**src/rtl/cnn_fmap_window_gen.sv**
```systemverilog
// Sliding-window generator for a CNN feature map: turns a raster pixel stream into
// KY x KX x CI windows (stride 1, no padding), one registered window per completing pixel.
module cnn_fmap_window_gen #(
    parameter int CI     = 3,
    parameter int KX     = 3,
    parameter int KY     = 3,
    parameter int I_F_BW = 8,
    parameter int IX     = 8,
    parameter int IY     = 8
) (
    input  logic                          clk,
    input  logic                          reset_n,
    input  logic                          i_soft_reset,
    input  logic                          i_in_valid,
    input  logic [CI*I_F_BW-1:0]          i_in_pixel,
    output logic                          o_ot_valid,
    output logic [CI*KX*KY*I_F_BW-1:0]    o_ot_fmap,
    output logic                          o_frame_done
);

    localparam int PW = CI * I_F_BW;
    localparam int FW = CI * KX * KY * I_F_BW;
    localparam int CW = (IX > 1) ? $clog2(IX) : 1;
    localparam int RW = (IY > 1) ? $clog2(IY) : 1;

    logic          accept;
    logic          col_last;
    logic          row_last;
    logic          win_ready;
    logic [CW-1:0] col;
    logic [RW-1:0] row;

    // line_buf[0] holds the previous row, line_buf[KY-2] the oldest one still needed.
    logic [PW-1:0] line_buf [KY-1][IX];
    logic [PW-1:0] win      [KY][KX];
    logic [PW-1:0] win_next [KY][KX];
    logic [FW-1:0] fmap_next;

    always_comb begin
        accept    = i_in_valid & ~i_soft_reset;
        col_last  = (col == CW'(IX - 1));
        row_last  = (row == RW'(IY - 1));
        win_ready = (row >= RW'(KY - 1)) && (col >= CW'(KX - 1));
    end

    // Next window: shift every row one column left and append the new column on the right.
    always_comb begin
        for (int ky = 0; ky < KY; ky++) begin
            for (int kx = 0; kx < KX - 1; kx++) begin
                win_next[ky][kx] = win[ky][kx+1];
            end
        end
        for (int ky = 0; ky < KY - 1; ky++) begin
            win_next[ky][KX-1] = line_buf[KY-2-ky][col];
        end
        win_next[KY-1][KX-1] = i_in_pixel;
    end

    always_comb begin
        fmap_next = '0;
        for (int c = 0; c < CI; c++) begin
            for (int ky = 0; ky < KY; ky++) begin
                for (int kx = 0; kx < KX; kx++) begin
                    fmap_next[(c*KX*KY + ky*KX + kx)*I_F_BW +: I_F_BW] =
                        win_next[ky][kx][c*I_F_BW +: I_F_BW];
                end
            end
        end
    end

    // NOTE: pixel storage has no reset; stale contents are never emitted because the
    // row/col gating only opens once the current frame has refilled every tap.
    always_ff @(posedge clk) begin
        if (accept) begin
            win            <= win_next;
            line_buf[0][col] <= i_in_pixel;
            for (int k = 1; k < KY - 1; k++) begin
                line_buf[k][col] <= line_buf[k-1][col];
            end
        end
    end

    always_ff @(posedge clk or negedge reset_n) begin
        if (!reset_n) begin
            col          <= '0;
            row          <= '0;
            o_ot_valid   <= 1'b0;
            o_frame_done <= 1'b0;
            o_ot_fmap    <= '0;
        end else if (i_soft_reset) begin
            col          <= '0;
            row          <= '0;
            o_ot_valid   <= 1'b0;
            o_frame_done <= 1'b0;
            o_ot_fmap    <= '0;
        end else begin
            o_ot_valid   <= 1'b0;
            o_frame_done <= 1'b0;
            if (i_in_valid) begin
                col <= col_last ? '0 : col + 1'b1;
                if (col_last) begin
                    row <= row_last ? '0 : row + 1'b1;
                end
                if (win_ready) begin
                    o_ot_valid   <= 1'b1;
                    o_ot_fmap    <= fmap_next;
                    o_frame_done <= row_last & col_last;
                end
            end
        end
    end

endmodule

```
**config.mk**
```make
export PLATFORM = sky130hd
export DESIGN_NAME = cnn_fmap_window_gen
export DESIGN_NICKNAME = d
export VERILOG_FILES = /design/src/rtl/cnn_fmap_window_gen.sv
export SDC_FILE = /design/constraint.sdc
export NUM_CORES = 1
export LEC_CHECK = 0
export ABC_AREA = 0
export ABC_CLOCK_PERIOD_IN_PS = 7300
export CAP_MARGIN = 20
export CORE_MARGIN = 3
export CORE_UTILIZATION = 25
export DETAILED_ROUTE_END_ITERATION = 6
export PLACE_DENSITY = 0.39
export SLEW_MARGIN = 25
export SYNTH_ARGS = -nofsm -noshare
export SYNTH_HDL_FRONTEND = slang
export SYNTH_SLANG_ARGS = --single-unit
```
**constraint.sdc**
```tcl
create_clock -name clk -period 7.3 [get_ports clk]
set_input_delay 1.46 -clock clk [delete_from_list [all_inputs] [get_ports clk]]
set_output_delay 1.46 -clock clk [all_outputs]
set_load 0.02 [all_outputs]
```
==> results by group, run 1 <==
Critical path
  • Max incr delay on CP: roughly 0.75 ns
  • Number of buffers and inverters on the critical path: 3
  • CP Cell Sequence: clkdlybuf4s50_1 -> nor2b_4 -> buf_4 -> nand3_2 -> inv_8 -> or3b_2 -> o211ai_1
  • Slowest-stage cell, CP: inv_8
  • Worst EP arrival: 4.94 ns
  • Setup crit end kind: register
  • Top Family by Delay on Critical Path: buffers and inverters
  • CP Launch Type: primary input
  • Worst path required time: ~7.8 ns
  • Crit Path Max Fanout: 130
  • Critical path type: primary input to register

Timing
  • Fin crit share: about three fifths
  • Achievable clock frequency: ~230 MHz
  • Final Setup Violations: 0
  • Hold Vio Cnt, Final: 0
  • Period minus WS final: 4.412 ns
  • Clock skew after layout: 0.02139 ns
  • Slew at the pin closest to its max-slew limit: 1.021 ns
  • RSZ-0062 raised after global routing: no
  • Slew headroom: 31.66%
  • Max Slew Vio Count: 0

Power
  • Pwr dens: 279.4 nW/um^2
  • Flop pwr share: 49.6%
  • Net switching power: 2.156 mW
  • Net Sw Frac: between 20% and 30%
  • Internal: 7.466 mW
  • Gate power share: 5.2%
  • Worst VDD drop: 147.9 uV
  • Leak pwr: approximately 12 nW
  • Clock share of power: a little under half

Die
  • Std cell rows: between 100 and 150
  • Die ar.: 112900 sq um
  • Core area: 107500 sq um
  • I/O pin count: 246
  • Die Span Y: 335.9 um
  • Die extent in x: 335.9 um
  • Starting Density: 25.32%

Clock network
  • CTS tree: yes
  • Clock buffer depth: 3
  • Number of H-tree levels: 3
  • CTS Buf Count: 85
  • Root Driver: clkbuf_16
  • Hold-fix buffers at CTS: 0
  • Worst-path clk slew: 0.06 ns
  • # clock sinks: 752
  • Post-CTS resize count: 0
  • Worst-Skew Late Latency: 0.64 ns
  • Number of buffers added for setup after CTS: 0

Final layout
  • # diodes: 0
  • Nets: about 1800
  • Layout area overhead: 26.53%
  • Final Cell Area: 34440 sq um
  • Utilization after layout: between 30% and 40%
  • Share of layout cells above drive strength 1: 14.39%
  • Filler cells: 10410

Global route
  • Initial antenna violation count: 3
  • Via count of the first global-routing pass: 15610
  • Total grt overflow: 0
  • First-pass GRT wire length: ~110000 um
  • All-Layer GR Usage: 13.45%
  • Largest net degree at the start of global routing: ~140

Placed design
  • Dpl cell area: 31500 sq um
  • Routability congestion estimate: about 0.72
  • Port bufs: 245
  • DP HPWL: 45890 um

Yosys
  • Distinct cell type count after synthesis: between 40 and 50
  • Count leader, synth: edfxtp_1
  • FF+latch count, synth: 752
  • Post-Syn Area: 27210 sq um
  • Top post-synthesis cells by count: edfxtp_1, dfrtp_1, a22o_1
  • Synth area leader: edfxtp_1
  • Top FF cell, synth: edfxtp_1
  • Main area contributors after synthesis: edfxtp_1, dfrtp_1, a22o_1
  • Synth warnings: 0
  • Syn Area/Cell: about 18 sq um
  • Register area share after synthesis: 78.86%
  • Number of synthesized flops with an enable pin: between 500 and 600
  • Synth top area share: roughly three fifths
  • Synth Instances: 1505
  • Async S/R FF share, synth: around 30%
  • Synth Net Count: 1539

Routing
  • DRC: 0
  • Post-route antenna net violation count: 0
  • Via density: approximately 4.5
  • Initial drt markers: approximately 900
  • DR pass1 iterations: 5
  • DR WL/cell: 23.42 um
  • Total number of vias: between 10000 and 15000
  • DRT Wirelength: 76450 um

Worst hold path
  • Hold/Removal Path Class: register to register

Run status
  • Status: completed

Job
  • Max_cap viols: 0
## power groups by stage
stage / registers [mW] / logic (mW) / clock network, mW
after floorplan: 4.84 / 0.253 / 0
after global placement: 4.86 / 0.515 / 0
after detailed placement: 4.86 / 0.519 / 0
after CTS: 4.77 / 0.522 / 4.50
after global routing: 4.78 / 0.555 / 4.67
final: 4.77 / 0.504 / 4.35
## worst register-to-register path, stage by stage (launching register included)
cell      delay, ns
dfrtp_4        1.03
buf_4          0.66
nor2b_2        0.50
buf_4          0.36
a221oi_1       0.14
o22ai_1        0.53
buf_4          0.32
## metrics by stage
step           instances  hold slack, ns  TNS [ns]  setup WS (ns)  total power [mW]
6_report            3265          0.4481         0          2.888             9.622
5_1_grt             3265          0.4556         0          2.665             10.00
4_1_cts             3262          0.4490         0          2.772             9.794
3_5_place_dp        3102          0.4349         0          2.082             5.376
3_3_place_gp        3099          0.4297         0          2.166             5.370
2_1_floorplan       1505          0.4268    -75.09        -0.7822             5.088
## cells by family (layout without fill, tap and decap cells)
| kind of cell | after synthesis | count (layout) | share of synthesized area [%] |
|---|---|---|---|
| AOI/OAI and AO/OA | 397 | 397 | 11.96 |
| buffers and inverters | 128 | 485 | 2.184 |
| DFF | 752 | 752 | 78.86 |
| muxes | 125 | 125 | 4.800 |
| and+or+nand+nor | 96 | 96 | 1.894 |
| adders and majority gates | 6 | 6 | 0.2758 |
| xor gates and xnor gates | 1 | 1 | 0.03219 |
## worst paths after layout
path | start | end | slack [ns] | depth (start not counted)
hold reg to reg | fmap_next[59] | fmap_next[51] | 0.45 | 0
setup / recovery | i_in_valid | o_ot_fmap[44] | 2.89 | 7
max in group asynchronous | reset_n | col[2] | 4.98 | 2
hold / removal | fmap_next[59] | fmap_next[51] | 0.45 | 0
setup reg to reg | col[2] | line_buf[0][256] | 3.60 | 6
min in group asynchronous | reset_n | o_ot_fmap[188] | 0.82 | 1
## sequential cells by signal, summed over array words and instances (netlist names)
register,count
col,3
fmap_next,144
line_buf,384
o_frame_done,1
o_ot_fmap,216
o_ot_valid,1
row,3
## cell type report
| type | count | area (sq um) | share of cell area (%) |
|---|---|---|---|
| flip-flops and latches | 752 | 21470 | 62.35 |
| well taps | 1403 | 1755 | 5.098 |
| inverters | 22 | 90.09 | 0.2616 |
| repair buffers | 303 | 3010 | 8.742 |
| clock buffers | 116 | 2441 | 7.089 |
| multi-input cells | 625 | 5234 | 15.20 |
| clock inverters | 44 | 432.9 | 1.257 |
## cell usage in the layout, fill, tap and decap left out, types with 6 or more instances in the layout
master           count
o21ai_0             12
o211ai_1            30
nand3_1             19
dfrtp_1            221
o22ai_1             17
clkbuf_16           91
nor2_1               7
clkbuf_1            18
a31oi_1             16
o32a_1              17
inv_1               21
clkinv_1             8
clkdlybuf4s50_1    244
nand2_1             29
ha_1                 6
mux2i_1             81
a22oi_1             61
clkinv_2            21
clkbuf_8             7
a22o_1             200
or3b_2               9
buf_4               50
bufinv_16            7
nor2_4               6
o22a_1              14
edfxtp_1           528
o221ai_1            16
mux2_2              44
## per-layer routing
layer	GRT usage [%]	vias to the layer above	wire length [um]
li1	-	6620	-
met1	18.18	7810	34740
met2	22.20	320	37110
met3	2.375	82	3310
met4	3.789	0	1290
met5	0	-	0
(Power assumes the default switching activity.)
==> run 2, diff against run 1 <==
--- a/config.mk
+++ b/config.mk
@@ -6,12 +6,12 @@
 export NUM_CORES = 1
 export LEC_CHECK = 0
 export ABC_AREA = 0
-export ABC_CLOCK_PERIOD_IN_PS = 7300
+export ABC_CLOCK_PERIOD_IN_PS = 3800
 export CAP_MARGIN = 20
 export CORE_MARGIN = 3
 export CORE_UTILIZATION = 25
 export DETAILED_ROUTE_END_ITERATION = 6
-export PLACE_DENSITY = 0.39
+export PLACE_DENSITY = 0.41
 export SLEW_MARGIN = 25
 export SYNTH_ARGS = -nofsm -noshare
 export SYNTH_HDL_FRONTEND = slang
==> constraint.sdc (replaced) <==
create_clock -name clk -period 3.8 [get_ports clk]
set_input_delay 0.76 -clock clk [delete_from_list [all_inputs] [get_ports clk]]
set_output_delay 0.76 -clock clk [all_outputs]
set_load 0.02 [all_outputs]
==> run 2 against run 1 <==
Compared with the run above:
- sequential share of layout area decreased by 0.29 points
- clock-buffer cell count increased by 5
- critical endpoint is now line_buf[0][355]
- total power increased by 92%
- die area unchanged
==> results by group, run 2 (synthesized netlist as in run 1, its figures left out) <==
Timing
  • Slew at the pin closest to its max-slew limit: 1.074 ns (was 1.021 ns)
  • RSZ-0062 raised after global routing: no (unchanged)
  • Fin crit share: 77.59%
  • Final setup TNS: 0 ns (unchanged)
  • Slew headroom: 28.39% (was 31.66%)
  • Achievable clock frequency: 339.2 MHz
  • Hold Vio Cnt, Final: 0 (unchanged)
  • Period minus WS final: between 2 and 3 ns
  • Final Setup Violations: 0 (unchanged)
  • Clock skew after layout: 0.02160 ns (was 0.02139 ns)
  • Max Slew Vio Count: 0 (unchanged)

Routing
  • Total number of vias: 14950 (was 14830)
  • Initial drt markers: 1168 (was 893)
  • DRT Wirelength: 76740 um (was 76450 um)
  • Via density: 4.556 (was 4.543)
  • DR WL/cell: 23.38 um (was 23.42 um)
  • DRC: 0 (unchanged)
  • DR pass1 iterations: 5 (unchanged)
  • Post-route antenna net violation count: 0 (unchanged)

Placed design
  • Port bufs: 245 (unchanged)
  • Placed cell count: 3122 (was 3102)
  • Dpl cell area: 31740 sq um (was 31500 sq um)
  • DP HPWL: 44660 um (was 45890 um)
  • Routability congestion estimate: 0.7051 (was 0.7152)

Critical path
  • Slowest-stage cell, CP: dfrtp_4 (was inv_8)
  • Number of buffers and inverters on the critical path: 2 (was 3)
  • Top Family by Delay on Critical Path: buffers and inverters (unchanged)
  • CP Cell Sequence: buf_4 -> mux2i_1 -> o22ai_1 -> a31oi_1 -> o21ai_0 -> buf_4 (was clkdlybuf4s50_1 -> nor2b_4 -> buf_4 -> nand3_2 -> inv_8 -> or3b_2 -> o211ai_1)
  • Max incr delay on CP: 0.76 ns (was 0.75 ns)
  • Worst EP arrival: 3.33 ns (was 4.94 ns)
  • Worst path required time: 4.18 ns (was 7.83 ns)
  • CP Launch Type: register (was primary input)
  • Crit Path Max Fanout: 37 (was 130)
  • Setup crit end kind: register (unchanged)
  • Cell mode on critical path: buf_4
  • Critical path type: register to register (was primary input to register)

Power
  • Pwr dens: 533.8 nW/um^2 (was 279.4 nW/um^2)
  • Worst VDD drop: 301.2 uV (was 147.9 uV)
  • Leak pwr: 12.29 nW (was 12.23 nW)

Clock network
  • Post-CTS resize count: 0 (unchanged)
  • CTS Buf Count: 87 (was 85)
  • # clock sinks: 752 (unchanged)
  • Number of buffers added for setup after CTS: 0 (unchanged)
  • Clock buffer depth: 3 (unchanged)
  • Number of H-tree levels: 3 (unchanged)
  • Worst-path clk slew: 0.06 ns (about the same)
  • CTS tree: yes (unchanged)
  • Worst-Skew Late Latency: 0.64 ns (about the same)
  • Root Driver: clkbuf_16 (unchanged)
  • Hold-fix buffers at CTS: 0 (unchanged)

Run status
  • Status: completed (unchanged)

Final layout
  • Most frequent cells in the layout: edfxtp_1, clkdlybuf4s50_1, dfrtp_1, a22o_1, clkbuf_16 (unchanged)
  • Final Cell Area: 34590 sq um (was 34440 sq um)
  • Utilization after layout: 32.18% (was 32.03%)
  • Layout area overhead: 27.12% (was 26.53%)
  • Filler cells: 10400 (was 10410)
  • Commonest non-fill, non-tap cell in the layout: edfxtp_1 (unchanged)
  • Layout Cells excl Fill: 3282 (was 3265)
  • Nets: 1842 (was 1823)
  • Share of layout cells above drive strength 1: 14.96% (was 14.39%)
  • Top reg by flops: line_buf (unchanged)
  • Max FFs per register: 384 (unchanged)

Global route
  • Initial antenna violation count: 2 (was 3)
  • First-pass GRT wire length: 111400 um (was 111900 um)
  • Via count of the first global-routing pass: 15480 (was 15610)
  • Total grt overflow: 0 (unchanged)
  • All-Layer GR Usage: 13.39% (was 13.45%)
  • Largest net degree at the start of global routing: 145 (was 142)

Die
  • Std cell rows: 120 (unchanged)
  • Die extent in x: 335.9 um (unchanged)
  • Die ar.: 112900 sq um (unchanged)
  • Starting Density: 25.32% (unchanged)
  • I/O pin count: 246 (unchanged)
  • Die Span Y: 335.9 um (unchanged)
  • Core area: 107500 sq um (unchanged)

Worst hold path
  • Hold/Removal Path Class: primary input to asynchronous set/reset pin (was register to register)

Job
  • Max_cap viols: 0 (unchanged)
==> run 2: final timing paths <==
check / depth (start not counted) / startpoint / slack (ns) / to
max in group asynchronous: 2 / reset_n / 2.93 / col[2]
worst max-delay path: 6 / col[2] / 0.85 / line_buf[0][355]
worst max register to register: 6 / col[2] / 0.85 / line_buf[0][355]
min in group clk: 0 / fmap_next[59] / 0.44 / fmap_next[51]
worst min register to register: 0 / fmap_next[59] / 0.44 / fmap_next[51]
worst min-delay path: 1 / reset_n / 0.05 / o_ot_fmap[35]
==> run 2: metrics by stage <==
step           hold WS [ns]  power (mW)  setup slack, ns
5_1_grt             0.04810       19.18           0.7186
6_report            0.04988       18.47           0.8515
3_5_place_dp         0.4352       10.34           0.6303
4_1_cts             0.02556       18.79           0.8228
2_1_floorplan        0.4277       9.775           -1.685
3_3_place_gp         0.4309       10.32           0.6448
==> run 2: cell type report <==
| class | instances | area [sq um] | share of cell area [%] |
|---|---|---|---|
| Antenna cell | 1 | 2.502 | 0.007234 |
| Clock buffer | 121 | 2469 | 7.136 |
| Clock inverter | 38 | 380.4 | 1.099 |
| Inverter | 22 | 90.09 | 0.2604 |
| Multi-Input combinational cell | 625 | 5270 | 15.23 |
| Sequential cell | 752 | 21470 | 62.07 |
| Tap cell | 1403 | 1755 | 5.074 |
| Timing Repair Buffer | 320 | 3156 | 9.122 |
==> run 2: layer usage <==
layer	vias up	part of all wire, %	global-route usage [%]
met5	-	0	0
met4	0	1.9	3.817
met3	90	4.8	2.484
met2	364	46	21.21
met1	7821	47	18.78
li1	6677	-	-
==> run 2: report_power, final <==
group	internal [mW]	total, mW	leakage (nW)	switching (mW)
Combinational	0.267	0.970	2.93	0.703
Clock	4.95	8.33	1.40	3.37
Sequential	9.08	9.17	7.96	0.0849
Total	14.3	18.5	12.3	4.16
